--- config.mk ---
export PLATFORM = sky130hd
export DESIGN_NAME = chmap_fill_arbiter
export DESIGN_NICKNAME = d
export VERILOG_FILES = /design/src/rtl/chmap_fill_arbiter.sv
export SDC_FILE = /design/constraint.sdc
export NUM_CORES = 1
export LEC_CHECK = 0
export CAP_MARGIN = 20
export CELL_PAD_IN_SITES_DETAIL_PLACEMENT = 1
export CELL_PAD_IN_SITES_GLOBAL_PLACEMENT = 1
export CORE_AREA = 2 2 143 145
export CTS_BUF_LIST = sky130_fd_sc_hd__clkbuf_4
export DETAILED_ROUTE_END_ITERATION = 8
export DIE_AREA = 0 0 145 147
export PLACE_DENSITY_LB_ADDON = 0.1
export SLEW_MARGIN = 10
export SYNTH_ARGS = -nofsm -noshare
export SYNTH_HDL_FRONTEND = slang
export SYNTH_SLANG_ARGS = --single-unit
--- constraint.sdc ---
create_clock -name clk_i -period 2.15 [get_ports clk_i]
set_clock_uncertainty 0.1 [all_clocks]
set_input_delay 0.5375 -clock clk_i [delete_from_list [all_inputs] [get_ports clk_i]]
set_output_delay 0.5375 -clock clk_i [all_outputs]
set_load 0.05 [all_outputs]
--- src/rtl/chmap_fill_arbiter.sv ---
// Port-A arbiter for vgachargen: host request/response path plus an optional
// screen fill engine, compiled in with `define VGACHARGEN_FILL_EN.
`timescale 1ns / 1ps

module chmap_fill_arbiter #(
  parameter int unsigned SCREEN_WORDS      = 2400,
  parameter int unsigned CH_MAP_ADDR_WIDTH = 12,
  parameter int unsigned CH_T_ADDR_WIDTH   = 7,
  parameter int unsigned CH_T_DATA_WIDTH   = 64
) (
  input  logic                         clk_i,
  input  logic                         arstn_i,
  input  logic                         req_valid_i,
  output logic                         req_ready_o,
  input  logic                         req_we_i,
  input  logic [1:0]                   req_sel_i,
  input  logic [CH_MAP_ADDR_WIDTH-1:0] req_addr_i,
  input  logic [CH_T_DATA_WIDTH-1:0]   req_wdata_i,
  output logic                         rsp_valid_o,
  output logic [CH_T_DATA_WIDTH-1:0]   rsp_rdata_o,
  input  logic                         fill_start_i,
  input  logic [7:0]                   fill_ch_i,
  input  logic [7:0]                   fill_col_i,
  output logic                         fill_busy_o,
  output logic                         fill_done_o,
  output logic [CH_MAP_ADDR_WIDTH-1:0] ch_map_addr_o,
  output logic [7:0]                   ch_map_data_o,
  output logic                         ch_map_wen_o,
  output logic [CH_MAP_ADDR_WIDTH-1:0] col_map_addr_o,
  output logic [7:0]                   col_map_data_o,
  output logic                         col_map_wen_o,
  output logic [CH_T_ADDR_WIDTH-1:0]   ch_t_rw_addr_o,
  output logic [CH_T_DATA_WIDTH-1:0]   ch_t_rw_data_o,
  output logic                         ch_t_rw_wen_o,
  input  logic [7:0]                   ch_map_rdata_i,
  input  logic [7:0]                   col_map_rdata_i,
  input  logic [CH_T_DATA_WIDTH-1:0]   ch_t_rw_rdata_i
);

  logic       grant_host;
  logic       rd_q1, rsp_valid_q;
  logic [1:0] sel_q1, sel_q2;

`ifdef VGACHARGEN_FILL_EN
  typedef enum logic [0:0] {StIdle, StFill} state_e;

  state_e                       state_q;
  logic                         last_fill_q;
  logic [CH_MAP_ADDR_WIDTH-1:0] cnt_q;
  logic [7:0]                   fill_ch_q, fill_col_q;
  logic                         fill_busy_q, fill_done_q;
  logic                         grant_fill, cnt_last;

  // Host wins when the fill is idle or the fill took the previous grant.
  assign req_ready_o = (state_q == StIdle) || last_fill_q;
  assign grant_host  = req_valid_i && req_ready_o;
  assign grant_fill  = (state_q == StFill) && !grant_host;
  assign cnt_last    = (cnt_q == CH_MAP_ADDR_WIDTH'(SCREEN_WORDS - 1));

  always_ff @(posedge clk_i or negedge arstn_i) begin
    if (!arstn_i) begin
      state_q     <= StIdle;
      last_fill_q <= 1'b1;
      cnt_q       <= '0;
      fill_ch_q   <= '0;
      fill_col_q  <= '0;
      fill_busy_q <= 1'b0;
      fill_done_q <= 1'b0;
    end else begin
      fill_done_q <= 1'b0;
      if (grant_host) begin
        last_fill_q <= 1'b0;
      end else if (grant_fill) begin
        last_fill_q <= 1'b1;
      end
      case (state_q)
        StIdle: begin
          if (fill_start_i) begin
            state_q     <= StFill;
            fill_busy_q <= 1'b1;
            cnt_q       <= '0;
            fill_ch_q   <= fill_ch_i;
            fill_col_q  <= fill_col_i;
            last_fill_q <= 1'b1;
          end
        end
        StFill: begin
          if (grant_fill) begin
            cnt_q <= cnt_q + CH_MAP_ADDR_WIDTH'(1);
            if (cnt_last) begin
              state_q     <= StIdle;
              fill_busy_q <= 1'b0;
              fill_done_q <= 1'b1;
            end
          end
        end
        default: state_q <= StIdle;
      endcase
    end
  end

  assign fill_busy_o = fill_busy_q;
  assign fill_done_o = fill_done_q;
`else
  logic unused_fill;

  assign unused_fill = ^{fill_start_i, fill_ch_i, fill_col_i};
  assign req_ready_o = 1'b1;
  assign grant_host  = req_valid_i;
  assign fill_busy_o = 1'b0;
  assign fill_done_o = 1'b0;
`endif

  always_ff @(posedge clk_i or negedge arstn_i) begin
    if (!arstn_i) begin
      ch_map_addr_o  <= '0;
      ch_map_data_o  <= '0;
      ch_map_wen_o   <= 1'b0;
      col_map_addr_o <= '0;
      col_map_data_o <= '0;
      col_map_wen_o  <= 1'b0;
      ch_t_rw_addr_o <= '0;
      ch_t_rw_data_o <= '0;
      ch_t_rw_wen_o  <= 1'b0;
      rd_q1          <= 1'b0;
      rsp_valid_q    <= 1'b0;
      sel_q1         <= '0;
      sel_q2         <= '0;
    end else begin
      ch_map_wen_o  <= 1'b0;
      col_map_wen_o <= 1'b0;
      ch_t_rw_wen_o <= 1'b0;
      rd_q1         <= grant_host && !req_we_i;
      sel_q1        <= req_sel_i;
      rsp_valid_q   <= rd_q1;
      sel_q2        <= sel_q1;
      if (grant_host) begin
        case (req_sel_i)
          2'd0: begin
            ch_map_addr_o <= req_addr_i;
            ch_map_wen_o  <= req_we_i;
            if (req_we_i) ch_map_data_o <= req_wdata_i[7:0];
          end
          2'd1: begin
            col_map_addr_o <= req_addr_i;
            col_map_wen_o  <= req_we_i;
            if (req_we_i) col_map_data_o <= req_wdata_i[7:0];
          end
          2'd2: begin
            ch_t_rw_addr_o <= req_addr_i[CH_T_ADDR_WIDTH-1:0];
            ch_t_rw_wen_o  <= req_we_i;
            if (req_we_i) ch_t_rw_data_o <= req_wdata_i;
          end
          default: ;
        endcase
      end
`ifdef VGACHARGEN_FILL_EN
      if (grant_fill) begin
        ch_map_addr_o  <= cnt_q;
        ch_map_data_o  <= fill_ch_q;
        ch_map_wen_o   <= 1'b1;
        col_map_addr_o <= cnt_q;
        col_map_data_o <= fill_col_q;
        col_map_wen_o  <= 1'b1;
      end
`endif
    end
  end

  assign rsp_valid_o = rsp_valid_q;

  // Memory read data lands two cycles after accept; reserved target reads as 0.
  always_comb begin
    rsp_rdata_o = '0;
    if (rsp_valid_q) begin
      case (sel_q2)
        2'd0:    rsp_rdata_o = CH_T_DATA_WIDTH'(ch_map_rdata_i);
        2'd1:    rsp_rdata_o = CH_T_DATA_WIDTH'(col_map_rdata_i);
        2'd2:    rsp_rdata_o = ch_t_rw_rdata_i;
        default: rsp_rdata_o = '0;
      endcase
    end
  end

endmodule
==> flow_metrics.tcl, run 1 <==
set metrics [dict create \
    outcome "finished, violations left" \
    violations "negative setup slack" \
    fin_ws_ps -302 \
    hold_path_class "flip-flop to flip-flop" \
    hold_viol_final 0 \
    route.antenna.remaining_nets 0 \
    ys_ff_latch 120 \
    htree_levels 4 \
    clock_latency_ps 520 \
    whs_ps 261 \
    drive_gt1_frac 0.438 \
    yosys.cell_types.count 21 \
    grt_pass1_wl_um 30300 \
    placementRows 52 \
    finalSetupViolations 64 \
    coreArea_um2 19800 \
    cts_buffers 17 \
    portBuffers 340 \
    dr.first_iter.drc_count 51 \
    finalWirelength_um 19700 \
    dp_hpwl_um 16000 \
    startpoint_type "flip-flop" \
    die_y_um 147 \
    drcViolationCount 0 \
    drv_cap 0 \
    powerDensity_nw_per_um2 815 \
    synth_top_area_frac 0.591 \
    nets 903 \
    ios 361 \
    maxSlewHeadroom 0.646 \
    routed_via_density 4.22 \
    antenna_found_initial 1 \
    die_x_um 145 \
    clockBufferDepth 2 \
    end_kind "primary output" \
    rsz0062_at_grt "true" \
    synth_area_leader_cell "dfrtp_1" \
    final_util 0.495 \
    p_leak_nw 4.34 \
    fillerInstances 2034 \
    start_util 0.256 \
    cts.sinks 120 \
    max_clock_freq_ghz 0.408 \
    cts_root_buf "clkbuf_4" \
    design.die.area_um2 21300 \
    period_share 1.14 \
    grt_max_degree 57 \
    ys.warnings.count 0 \
    overflow 0 \
    route.detailed.wl_per_inst_um 19.5 \
    place_congestion 0.872 \
    cp_max_fo 5 \
    critPathKind "flip-flop to primary output" \
    ys_top_cells_by_area "dfrtp_1 (59%), mux2_2 (14%), mux2_1 (11%)" \
    tightest_slew_ps 532 \
    cts_tree "done" \
    drv_slew 0 \
    ir_worst_vdd_mv 0.587 \
    cp.required_ps 1510 \
    crit_arrival_ps 1810 \
    grt_pass1_vias 4671 \
    cts.reportedPaths.clkPinSlew_ps 110 \
    drt_first_pass_iters 3 \
    area_growth_pct 93.2 \
    yosysSeqAreaShare 0.591 \
    synthesis.instances 357 \
    fin_crit_ps 2450 \
    syn_area_per_cell_um2 14.2 \
    globalRouteTotalUtil 0.188 \
    pre_cts_ws_ps -437 \
    num_vias 4254 \
    syn_area_um2 5080 \
]
==> area by class of cell <==
class / count / area [um^2] / share of cell area
Timing Repair Buffer: 370 / 4150 / 0.423
Sequential cell: 120 / 3010 / 0.306
Multi-Input combinational cell: 213 / 2030 / 0.207
Tap cell: 270 / 338 / 0.0344
Clock inverter: 15 / 151 / 0.0154
Clock buffer: 17 / 128 / 0.0130
Inverter: 2 / 7.51 / 0.000765
Antenna cell: 1 / 2.50 / 0.000255
==> synth_stat cells <==
master / n
and2_1: 64
mux2i_1: 8
mux2_2: 62
clkbuf_1: 6
conb_1: 2
buf_2: 6
nand4b_1: 1
nor3_4: 1
inv_1: 2
nor2_1: 1
buf_4: 6
nor2b_1: 1
o21ai_0: 8
buf_6: 5
nand3_2: 1
dfrtp_1: 120
mux2_1: 49
nand3b_1: 9
and2b_1: 1
nor3b_1: 1
nand2_1: 3
==> per-layer routing <==
layer  track usage  vias up  wire (um)
met4        0.0530        0        217
li1              -     1950          -
met1         0.200     2106       7130
met5             0        -          0
met3        0.0770       17       1570
met2         0.344      181      10700
==> cell families after synthesis <==
| kind of cell | count (synthesis) | synth area share |
|---|---|---|
| buffers and inverters | 25 | 0.0318 |
| muxes | 119 | 0.262 |
| other | 2 | 0.00148 |
| and+or+nand+nor | 83 | 0.106 |
| AOI/OAI and AO/OA | 8 | 0.00788 |
| DFF | 120 | 0.591 |
==> state kept, by name, summed over array words and instances, names as in the netlist <==
register,count
ch_t_rw_data_o,64
ch_map_addr_o,12
col_map_addr_o,12
ch_map_data_o,8
col_map_data_o,8
ch_t_rw_addr_o,7
sel_q1,2
sel_q2,2
ch_map_wen_o,1
ch_t_rw_wen_o,1
col_map_wen_o,1
rd_q1,1
rsp_valid_o,1
==> power by group <==
group	switching (mW)	internal, mW	leakage [nW]
sequential	0.235	2.70	1.44
combinational	2.27	1.20	2.76
clock	0.905	0.689	0.140
==> path summary, 6_finish.rpt <==
check	start	end	slack, ps	cells past startpoint
max	sel_q2[1]	rsp_rdata_o[7]	-300	6
min	sel_q1[0]	sel_q2[0]	260	0
max reg2reg	ch_t_rw_data_o[47]	ch_t_rw_data_o[47]	1200	1
min reg2reg	sel_q1[0]	sel_q2[0]	260	0
max in group asynchronous	arstn_i	col_map_data_o[4]	950	3
min in group asynchronous	arstn_i	ch_t_rw_data_o[19]	370	2
==> through the flow <==
stage	TNS [ps]	power (mW)	instances	cell area, um^2
after floorplan	0	5.08	358	5140
after global placement	-2170	6.57	973	9550
after detailed placement	-5930	6.64	973	9550
after CTS	-20610	8.14	1007	9850
after global routing	-26180	8.38	1008	9820
final	-16690	8.00	1008	9820
==> worst max-delay path: stages (launching register included) <==
cell and delay [ps]:
dfrtp_2 440, buf_12 150, mux2i_1 180, o21ai_2 80
buf_4 140, and2_4 160, buf_12 140
==> layout by cell type (no fill, tap or decap), types with 4 or more instances in the layout <==
cell type,count
dfrtp_1,117
buf_4,74
and2_4,11
o21ai_1,6
dlygate4sd2_1,16
buf_12,74
clkdlybuf4s15_1,25
mux2_2,62
mux2i_1,7
and2_2,41
nand3b_1,9
clkbuf_4,17
clkinvlp_4,4
clkdlybuf4s50_1,160
clkbuf_2,18
and2_1,12
mux2_1,49
==> repair_timing <==
item                                    in CTS  in global routing
endpoints found under the setup margin     123                104
resized for setup                           98                 53
hold endpoints to repair                    26                  0
hold buffers                                 1                  0
gates cloned                                 0                  0
setup buffers                                2                  0
pin swaps                                    7                  5
Power figures use the tool's default switching activity.
==> run 2, diff against run 1 <==
- HOLD_SLACK_MARGIN: not set -> 0.03
==> results of run 2 <==
Same layout as run 1: the final DEF is identical, and so are final timing and power.
==> run 3, diff against run 2 <==
- CORE_AREA: 2 2 143 145 -> 5 5 146 148
- DIE_AREA: 0 0 145 147 -> 0 0 151 153
- MAX_ROUTING_LAYER: not set -> met4
==> flow_metrics.tcl, run 3 (synthesis gave the netlist of run 1 again) <==
set metrics [dict create \
    design.die.area_um2 23100 \
    outcome "finished, violations left" \
    regMostFlops "ch_t_rw_data_o" \
    nets 902 \
    rsz0062_at_grt "true" \
    cp_slowest_cell "dfrtp_1" \
    place_congestion 0.778 \
    dr.first_iter.drc_count 92 \
    cp.required_ps 1510 \
    fin_crit_ps 2480 \
    max_clock_freq_ghz 0.403 \
    use_met1 0.192 \
    rr_startpoint "ch_t_rw_data_o[62]" \
    dp_hpwl_um 17500 \
    cts_tree "done" \
    power_frac_seq 0.364 \
    tightest_slew_ps 653 \
    cp_cell_sequence "buf_12, nand2_4, nor2_4, buf_12, clkbuf_16, and2_2, buf_12" \
    hold_viol_final 0 \
    hold_path_class "flip-flop to flip-flop" \
    cts.sinks 120 \
    p_switching_mw 3.43 \
    drive_gt1_frac 0.466 \
    placementRows 52 \
    critPathLaunch "sel_q2[1]" \
    grt_max_degree 57 \
    start_util 0.255 \
    maxSlewHeadroom 0.565 \
    startpoint_type "flip-flop" \
    critPathBufInv 4 \
    ios 361 \
    finalSetupViolations 64 \
    clockBufferDepth 2 \
    route.detailed.wl_per_inst_um 21.3 \
    p_int_mw 4.64 \
    num_vias 4291 \
    drv_slew 0 \
    pre_cts_ws_ps -544 \
    portBuffers 340 \
    p_leak_nw 4.39 \
    drcViolationCount 0 \
    ir_worst_vdd_mv 0.467 \
    critPathKind "flip-flop to primary output" \
    reg_top3 "ch_t_rw_data_o: 64 flops, ch_map_addr_o: 12 flops, col_map_addr_o: 12 flops" \
    power.share.combinational 0.439 \
    p_sw_frac 0.425 \
    drt_first_pass_iters 4 \
    coreArea_um2 19900 \
    timing.setup.tns_ps -19050 \
    total_power_mw 8.08 \
    antenna_found_initial 2 \
    cts_buffers 17 \
    mostFrequentLayoutCells "clkdlybuf4s50_1 (160), dfrtp_1 (119), buf_4 (100), buf_12 (73), mux2_2 (62)" \
    cts.reportedPaths.clkPinSlew_ps 110 \
    end_kind "primary output" \
    max_stage_delay_ps 410 \
    powerDensity_nw_per_um2 817 \
    die_y_um 153 \
    mostFrequentLayoutCell "clkdlybuf4s50_1" \
    regToRegSetupSlack_ps 1230 \
    clock_latency_ps 510 \
    route.antenna.remaining_nets 0 \
    period_share 1.15 \
    grt_busiest_layer "met2" \
    routed_via_density 4.26 \
    overflow 0 \
    grt_pass1_wl_um 30800 \
    htree_levels 4 \
    drv_cap 0 \
    largest_reg_flops 64 \
    cts_root_buf "clkbuf_4" \
    area_growth_pct 94.6 \
    cp_max_fo 14 \
    fin_ws_ps -332 \
    use_met2 0.329 \
    grt_pass1_vias 4855 \
    crit_arrival_ps 1840 \
    final_util 0.497 \
    cpMostUsedCell "buf_12" \
    die_x_um 151 \
    finalWirelength_um 21500 \
    violations "negative setup slack" \
    hp-start "rd_q1" \
    met3_usage 0.0616 \
    crit_family "buffers and inverters" \
    globalRouteTotalUtil 0.184 \
    pwr-share-clk 0.197 \
]
[run 3: cell count changes in the layout (fill, tap and decap cells not counted), sizes merged]
cell | before | now
clkbuf | 35 | 21
dlygate4sd2 | 16 | 17
diode | 1 | 2
buf | 150 | 174
clkinvlp | 4 | 2
clkinv | 6 | 8
clkdlybuf4s15 | 25 | 13
[run 3: metrics by stage]
| step | hold WS [ps] | area, um^2 | cells |
|---|---|---|---|
| 5_1_grt | 276 | 9890 | 1008 |
| 2_1_floorplan | 142 | 5140 | 358 |
| 6_report | 257 | 9890 | 1008 |
| 3_5_place_dp | 236 | 9430 | 968 |
| 3_3_place_gp | 235 | 9430 | 968 |
| 4_1_cts | 260 | 9710 | 1001 |
[run 3: layout make-up]
type	count	area (um^2)
antenna	2	5.00
clock buffer	17	128
clock inverter	15	151
fill	2080	10000
inverter	2	7.51
multi-input combinational	213	2080
sequential	120	3000
tap	270	338
timing repair buffer	369	4170
[run 3: layer usage]
layer / wire (um) / vias up
li1: - / 1953
met1: 8160 / 2123
met2: 11300 / 196
met3: 1730 / 19
met4: 310 / 0
met5: 0 / -
[run 3: repair_timing]
| action | CTS | global route |
|---|---|---|
| buffers inserted | 2 | 2 |
| hold buffers | 1 | 0 |
| cloned | 0 | 3 |
| resized for setup | 51 | 50 |
| pin swaps | 6 | 5 |
| hold endpoints to repair | 112 | 0 |
| setup endpoints to repair | 96 | 78 |
[run 3: path summary, 6_finish.rpt]
kind,endpoint,depth (start not counted)
max,rsp_rdata_o[51],7
min,rsp_valid_o,0
max reg2reg,ch_t_rw_data_o[62],1
min reg2reg,rsp_valid_o,0
max in group asynchronous,ch_map_data_o[1],3
min in group asynchronous,col_map_addr_o[6],3
[run 3: power by group through the flow]
stage	clock network, mW	registers (mW)	logic [mW]
5_1_grt	1.76	3.00	3.70
6_report	1.59	2.94	3.55
4_1_cts	1.68	2.95	3.57
3_3_place_gp	0	2.96	3.60
2_1_floorplan	0	4.55	0.535
3_5_place_dp	0	2.99	3.65
